<file path="config.mk">
export PLATFORM = sky130hd
export DESIGN_NAME = lcd_char_writer
export DESIGN_NICKNAME = d
export VERILOG_FILES = /design/src/rtl/lcd_pkg.sv /design/src/rtl/lcd_byte_tx.sv /design/src/rtl/lcd_char_writer.sv
export SDC_FILE = /design/constraint.sdc
export NUM_CORES = 1
export LEC_CHECK = 0
export ABC_AREA = 1
export BUFFER_PORTS_ARGS = -buffer_cell sky130_fd_sc_hd__clkbuf_2
export CELL_PAD_IN_SITES_DETAIL_PLACEMENT = 2
export CELL_PAD_IN_SITES_GLOBAL_PLACEMENT = 2
export CORE_ASPECT_RATIO = 1.1
export CORE_MARGIN = 1
export CORE_UTILIZATION = 36
export DETAILED_ROUTE_END_ITERATION = 10
export GPL_TIMING_DRIVEN = 0
export MAX_ROUTING_LAYER = met4
export PLACE_DENSITY = 0.89
export SKIP_LAST_GASP = 1
export SLEW_MARGIN = 40
export SYNTH_ARGS = -nofsm -noshare
export SYNTH_HDL_FRONTEND = slang
export SYNTH_SLANG_ARGS = --single-unit
</file>
<file path="constraint.sdc">
create_clock -name clk -period 2.8 [get_ports clk]
set_input_delay 0.42 -clock clk [delete_from_list [all_inputs] [get_ports clk]]
set_output_delay 0.42 -clock clk [all_outputs]
set_load 0.01 [all_outputs]
</file>
<file path="src/rtl/lcd_pkg.sv">
// Shared constants, timing defaults and state encodings for the LCD character writer.
package lcd_pkg;

    localparam int E_SETUP_DEF    = 2;
    localparam int E_PULSE_DEF    = 12;
    localparam int NIBBLE_GAP_DEF = 50;
    localparam int CMD_WAIT_DEF   = 2000;
    localparam int CLEAR_WAIT_DEF = 82000;
    localparam int CNT_W          = 20;

    localparam logic [7:0] CMD_CLEAR     = 8'h01;
    localparam logic [7:0] CMD_SET_DDRAM = 8'h80;
    localparam logic [7:0] ROW1_BASE     = 8'h40;

    typedef enum logic [1:0] {
        ST_IDLE,
        ST_ADDR_TX,
        ST_CHAR_TX,
        ST_CLEAR_TX
    } wr_state_t;

    typedef enum logic [2:0] {
        TX_IDLE,
        TX_SETUP_HI,
        TX_PULSE_HI,
        TX_GAP,
        TX_SETUP_LO,
        TX_PULSE_LO,
        TX_WAIT
    } tx_state_t;

    function automatic logic [7:0] ddram_addr_cmd(input logic row);
        return CMD_SET_DDRAM | (row ? ROW1_BASE : 8'h00);
    endfunction

    // The column carry rolls into the row bit, and row1 col15 wraps to row0 col0.
    function automatic logic [4:0] next_cursor(input logic [4:0] cur);
        return cur + 5'd1;
    endfunction

endpackage

</file>
<file path="src/rtl/lcd_byte_tx.sv">
// Sends one byte to the LCD as two 4-bit nibbles with E strobes, then idles for the command wait.
module lcd_byte_tx
    import lcd_pkg::*;
#(
    parameter int E_SETUP    = E_SETUP_DEF,
    parameter int E_PULSE    = E_PULSE_DEF,
    parameter int NIBBLE_GAP = NIBBLE_GAP_DEF,
    parameter int CMD_WAIT   = CMD_WAIT_DEF,
    parameter int CLEAR_WAIT = CLEAR_WAIT_DEF
) (
    input  logic       clk,
    input  logic       rst,
    input  logic       start,
    input  logic       rs_in,
    input  logic [7:0] byte_in,
    input  logic       long_wait,
    output logic       lcd_rs,
    output logic       lcd_e,
    output logic [3:0] sf_d,
    output logic       done
);

    localparam logic [CNT_W-1:0] L_SETUP = CNT_W'(E_SETUP - 1);
    localparam logic [CNT_W-1:0] L_PULSE = CNT_W'(E_PULSE - 1);
    localparam logic [CNT_W-1:0] L_GAP   = CNT_W'(NIBBLE_GAP - 1);
    localparam logic [CNT_W-1:0] L_CMD   = CNT_W'(CMD_WAIT - 1);
    localparam logic [CNT_W-1:0] L_CLEAR = CNT_W'(CLEAR_WAIT - 1);
    localparam logic [CNT_W-1:0] CNT_ONE = CNT_W'(1);

    tx_state_t        r_state;
    logic [CNT_W-1:0] r_cnt;
    logic [3:0]       r_lo;
    logic             r_long;
    logic             r_rs;
    logic             r_e;
    logic [3:0]       r_sf_d;
    logic             r_done;
    logic             w_cnt_zero;

    assign w_cnt_zero = (r_cnt == '0);
    assign lcd_rs     = r_rs;
    assign lcd_e      = r_e;
    assign sf_d       = r_sf_d;
    assign done       = r_done;

    // Each phase loads its length minus one and advances when the counter reaches zero.
    always_ff @(posedge clk) begin
        if (rst) begin
            r_state <= TX_IDLE;
            r_cnt   <= '0;
            r_lo    <= 4'd0;
            r_long  <= 1'b0;
            r_rs    <= 1'b0;
            r_e     <= 1'b0;
            r_sf_d  <= 4'd0;
            r_done  <= 1'b0;
        end else begin
            r_done <= 1'b0;
            if (!w_cnt_zero) begin
                r_cnt <= r_cnt - CNT_ONE;
            end
            case (r_state)
                TX_IDLE: begin
                    if (start) begin
                        r_state <= TX_SETUP_HI;
                        r_rs    <= rs_in;
                        r_sf_d  <= byte_in[7:4];
                        r_lo    <= byte_in[3:0];
                        r_long  <= long_wait;
                        r_cnt   <= L_SETUP;
                    end
                end
                TX_SETUP_HI: begin
                    if (w_cnt_zero) begin
                        r_state <= TX_PULSE_HI;
                        r_e     <= 1'b1;
                        r_cnt   <= L_PULSE;
                    end
                end
                TX_PULSE_HI: begin
                    if (w_cnt_zero) begin
                        r_state <= TX_GAP;
                        r_e     <= 1'b0;
                        r_cnt   <= L_GAP;
                    end
                end
                TX_GAP: begin
                    if (w_cnt_zero) begin
                        r_state <= TX_SETUP_LO;
                        r_sf_d  <= r_lo;
                        r_cnt   <= L_SETUP;
                    end
                end
                TX_SETUP_LO: begin
                    if (w_cnt_zero) begin
                        r_state <= TX_PULSE_LO;
                        r_e     <= 1'b1;
                        r_cnt   <= L_PULSE;
                    end
                end
                TX_PULSE_LO: begin
                    if (w_cnt_zero) begin
                        r_state <= TX_WAIT;
                        r_e     <= 1'b0;
                        r_sf_d  <= 4'd0;
                        r_cnt   <= r_long ? L_CLEAR : L_CMD;
                    end
                end
                TX_WAIT: begin
                    if (w_cnt_zero) begin
                        r_state <= TX_IDLE;
                        r_done  <= 1'b1;
                    end
                end
                default: begin
                    r_state <= TX_IDLE;
                    r_e     <= 1'b0;
                    r_sf_d  <= 4'd0;
                end
            endcase
        end
    end

endmodule

</file>
<file path="src/rtl/lcd_char_writer.sv">
// Accepts ASCII characters after LCD configuration and writes them to DDRAM at a tracked cursor.
module lcd_char_writer
    import lcd_pkg::*;
#(
    parameter int E_SETUP    = E_SETUP_DEF,
    parameter int E_PULSE    = E_PULSE_DEF,
    parameter int NIBBLE_GAP = NIBBLE_GAP_DEF,
    parameter int CMD_WAIT   = CMD_WAIT_DEF,
    parameter int CLEAR_WAIT = CLEAR_WAIT_DEF
) (
    input  logic       clk,
    input  logic       rst,
    input  logic       enable,
    input  logic       char_valid,
    input  logic [7:0] char_data,
    output logic       char_ready,
    input  logic       clear_req,
    output logic       busy,
    output logic [4:0] cursor,
    output logic       lcd_rs,
    output logic       lcd_rw,
    output logic       lcd_e,
    output logic [3:0] sf_d
);

    wr_state_t  r_state;
    logic [4:0] r_cursor;
    logic [7:0] r_char;
    logic       r_start;
    logic [7:0] r_tx_byte;
    logic       r_tx_rs;
    logic       r_tx_long;
    logic       w_idle;
    logic       w_clear_go;
    logic       w_accept;
    logic       w_done;

    assign w_idle     = (r_state == ST_IDLE);
    // Clear outranks a simultaneous character; the source must keep holding it.
    assign char_ready = w_idle & enable & ~clear_req & ~rst;
    assign w_clear_go = w_idle & enable & clear_req;
    assign w_accept   = char_valid & char_ready;
    assign busy       = ~w_idle;
    assign cursor     = r_cursor;
    assign lcd_rw     = 1'b0;

    // Command sequencing: line starts get a Set-DDRAM-Address before the character.
    always_ff @(posedge clk) begin
        if (rst) begin
            r_state   <= ST_IDLE;
            r_cursor  <= 5'd0;
            r_char    <= 8'd0;
            r_start   <= 1'b0;
            r_tx_byte <= 8'd0;
            r_tx_rs   <= 1'b0;
            r_tx_long <= 1'b0;
        end else begin
            r_start <= 1'b0;
            case (r_state)
                ST_IDLE: begin
                    if (w_clear_go) begin
                        r_state   <= ST_CLEAR_TX;
                        r_cursor  <= 5'd0;
                        r_start   <= 1'b1;
                        r_tx_byte <= CMD_CLEAR;
                        r_tx_rs   <= 1'b0;
                        r_tx_long <= 1'b1;
                    end else if (w_accept) begin
                        r_char    <= char_data;
                        r_start   <= 1'b1;
                        r_tx_long <= 1'b0;
                        if (r_cursor[3:0] == 4'd0) begin
                            r_state   <= ST_ADDR_TX;
                            r_tx_byte <= ddram_addr_cmd(r_cursor[4]);
                            r_tx_rs   <= 1'b0;
                        end else begin
                            r_state   <= ST_CHAR_TX;
                            r_tx_byte <= char_data;
                            r_tx_rs   <= 1'b1;
                        end
                    end
                end
                ST_ADDR_TX: begin
                    if (w_done) begin
                        r_state   <= ST_CHAR_TX;
                        r_start   <= 1'b1;
                        r_tx_byte <= r_char;
                        r_tx_rs   <= 1'b1;
                        r_tx_long <= 1'b0;
                    end
                end
                ST_CHAR_TX: begin
                    if (w_done) begin
                        r_state  <= ST_IDLE;
                        r_cursor <= next_cursor(r_cursor);
                    end
                end
                ST_CLEAR_TX: begin
                    if (w_done) begin
                        r_state <= ST_IDLE;
                    end
                end
                default: begin
                    r_state <= ST_IDLE;
                end
            endcase
        end
    end

    lcd_byte_tx #(
        .E_SETUP    (E_SETUP),
        .E_PULSE    (E_PULSE),
        .NIBBLE_GAP (NIBBLE_GAP),
        .CMD_WAIT   (CMD_WAIT),
        .CLEAR_WAIT (CLEAR_WAIT)
    ) u_byte_tx (
        .clk       (clk),
        .rst       (rst),
        .start     (r_start),
        .rs_in     (r_tx_rs),
        .byte_in   (r_tx_byte),
        .long_wait (r_tx_long),
        .lcd_rs    (lcd_rs),
        .lcd_e     (lcd_e),
        .sf_d      (sf_d),
        .done      (w_done)
    );

endmodule

</file>
==> out/results.tsv <==
metric	value	unit
status	finished clean	
syn_nets	498	
cts_buffer_depth	2	
grt_pass1_vias	3696	
gp_congestion	0.836	
die_height	103	um
synth-warning-count	0	
die-area	0.00961	mm2
arrival	2.37	ns
clock.fmax	474	MHz
ys_ff_latch	61	
start_util	37.2	%
cts_resized	0	
drc_errors	0	
leakage	0.00171	uW
cap_viol_max_count	0	
firstDrtPassIters	4	
final_core_util	42.5	%
final_cell_area	0.00379	mm2
syn-cell-area	0.00332	mm2
grt.total_usage	25.9	%
drt_iter0_drc	79	
crit_family	simple AND/OR/NAND/NOR gates	
final-hold-violation-count	0	
holdBufCountCts	0	
grt_max_degree	11	
vias	3349	
yosysTopAreaCellShare	36.8	%
rsz0062_at_grt	no	
fin_skew	0.0104	ns
intPower	2250	uW
period_needed	2.11	ns
fin_hold_ws	0.357	ns
swShare	47.7	%
crit_path_max_fanout	8	
grt_antenna_before_repair	0	
busiest_layer	met2	
pwr-share-comb	53.1	%
async_flop_share	0	%
htreeDepth	3	
syn_to_final_growth	14.1	%
antenna_cells	0	
yosys_most_used_dff	dfxtp_1	
critPathKind	flip-flop to flip-flop	
use_met3	4.42	%
fin_crit_sh	75.3	%
cp.buffers_inverters	1	
worst_pin_slew	0.631	ns
synth_edf_count	0	
relSlewSlack	58.0	%
peakVddDrop	0.358	mV
synth.avg_cell_area	6.92	um2
maxSlewViolCount	0	
yosys.area.top_type	dfxtp_1	
use_met1	26.4	%
overflow	0	
clock_power_share	19.2	%
layout-drive-gt1-share	15.2	%
hpwl	8.30	mm
seq_power_share	27.7	%
syn_inst	480	
clkLatencyLatePin	0.34	ns
cp-start-kind	flip-flop	
regToRegSetupSlack	0.69	ns
nets	534	
core	0.00892	mm2
yosys-top-cells-area	dfxtp_1, nand2_1, nor2_1	
crit_path_top_delay_cell	ha_1	
row_count	36	
ys_seq_area_share	36.8	%
synthMostInstantiatedCell	nand2_1	
end_kind	flip-flop	
grt.met2_usage	49.8	%
hold_class	input pin to flip-flop	
setup-tns-final	0	ns
cts-root-buf	clkbuf_8	
required	3.06	ns
grt_pass1_wl	18.4	mm
vias_per_cell	5.29	
slowest_delay	0.48	ns
ys_top_cells_by_count	nand2_1, nor2_1, dfxtp_1, inv_1, a21oi_1	
finalSetupViolations	0	
die_x	93.6	um
netSwitchingPower	2050	uW
crit_chain	inv_1, ha_1, nand2_1, nor3_1, nand3b_1, ha_1, nand2_1, a21oi_1	
cts_setup_buffers	0	
wl_per_cell	17.8	um
portBuffers	25	
routed_wirelength	11.3	mm
tritoncts	built	
fillers	1099	
dpl-instance-area	0.00359	mm2
p_per_area	1140	mW/mm2
ys_types	43	
ios	27	
ant_nets	0	
fin_cells	633	
cts.clk_slew.worst_paths	0.07	ns
cts_made_buffers	9	
place_inst	619	
cts.sinks	61	
final timing paths:
check	start	endpoint	cells past startpoint
worst max-delay path	u_byte_tx.r_cnt[0]	u_byte_tx.r_cnt[0]	8
worst min-delay path	char_data[6]	r_char[6]	3
worst min register to register	u_byte_tx.r_lo[2]	u_byte_tx.r_lo[2]	2
worst max register to register	u_byte_tx.r_cnt[0]	u_byte_tx.r_cnt[0]	8
flip-flops by register name (all words and copies together), names as in the netlist:
signal,cells
r_start,1
u_byte_tx.lcd_rs,1
r_tx_rs,1
u_byte_tx.done,1
r_tx_long,1
u_byte_tx.r_state,3
cursor,5
u_byte_tx.r_cnt,20
r_char,8
u_byte_tx.r_lo,4
r_state,2
u_byte_tx.lcd_e,1
u_byte_tx.sf_d,4
r_tx_byte,8
u_byte_tx.r_long,1
metal layers:
layer | part of all wire [%] | up-vias
met5 | 0 | -
met4 | 1.8 | 0
met3 | 2.1 | 17
met2 | 56 | 39
met1 | 40 | 1655
li1 | - | 1638
power by group through the flow:
stage	clock (uW)	sequential, uW	combinational, uW
floorplan	0	1190	1610
global placement	0	1200	2090
detailed placement	0	1210	2230
CTS	853	1200	2310
global route	887	1210	2540
finish	825	1190	2290
stage by stage:
stage	total power (uW)	setup slack, ns
5_1_grt	4640	0.587
4_1_cts	4360	0.720
3_3_place_gp	3290	0.820
3_5_place_dp	3440	0.717
6_report	4310	0.692
2_1_floorplan	2790	1.25
cell type report:
class / count / area [um2] / share of cell area [%]
flip-flops and latches: 61 / 1220 / 32.3
repair buffers: 25 / 125 / 3.30
well taps: 114 / 143 / 3.77
multi-input cells: 354 / 1810 / 47.9
clock inverters: 1 / 30.0 / 0.793
clock buffers: 13 / 169 / 4.46
inverters: 53 / 201 / 5.32
plain buffers: 12 / 82.6 / 2.18
worst register-to-register path: stages (launching register included):
cell and delay [ns]:
dfxtp_1 0.31, inv_1 0.13, ha_1 0.25, nand2_1 0.09, nor3_1 0.17, nand3b_1 0.42
ha_1 0.48, nand2_1 0.06, a21oi_1 0.13
layout by cell type, fill, tap and decap left out, types with 2 or more instances in the layout:
| cell type | count |
|---|---|
| a31oi_1 | 4 |
| nor2_1 | 70 |
| nand2_4 | 2 |
| o21ai_0 | 34 |
| clkinv_1 | 2 |
| nand4_1 | 6 |
| buf_2 | 3 |
| a211oi_1 | 2 |
| nor3_1 | 6 |
| inv_1 | 46 |
| nor3b_1 | 2 |
| nand3b_1 | 2 |
| nor3_2 | 2 |
| nand2_1 | 94 |
| xor2_1 | 11 |
| o21ai_2 | 2 |
| clkbuf_8 | 12 |
| nand3_1 | 36 |
| ha_1 | 5 |
| o21ai_1 | 4 |
| a21oi_1 | 37 |
| a32oi_1 | 5 |
| dfxtp_1 | 61 |
| nor2_4 | 3 |
| inv_2 | 4 |
| clkbuf_2 | 25 |
| nor2_2 | 9 |
| buf_6 | 4 |
| clkbuf_1 | 5 |
| nand2_2 | 5 |
logic make-up after synthesis:
kind of cell	share of synthesized area, %
other	0.113
buffers and inverters	8.56
DFF	36.8
adders and majority gates	1.88
AOI/OAI and AO/OA	15.8
and+or+nand+nor	33.7
xor gates and xnor gates	3.17
Note: power is estimated with default switching activity, not from simulation.
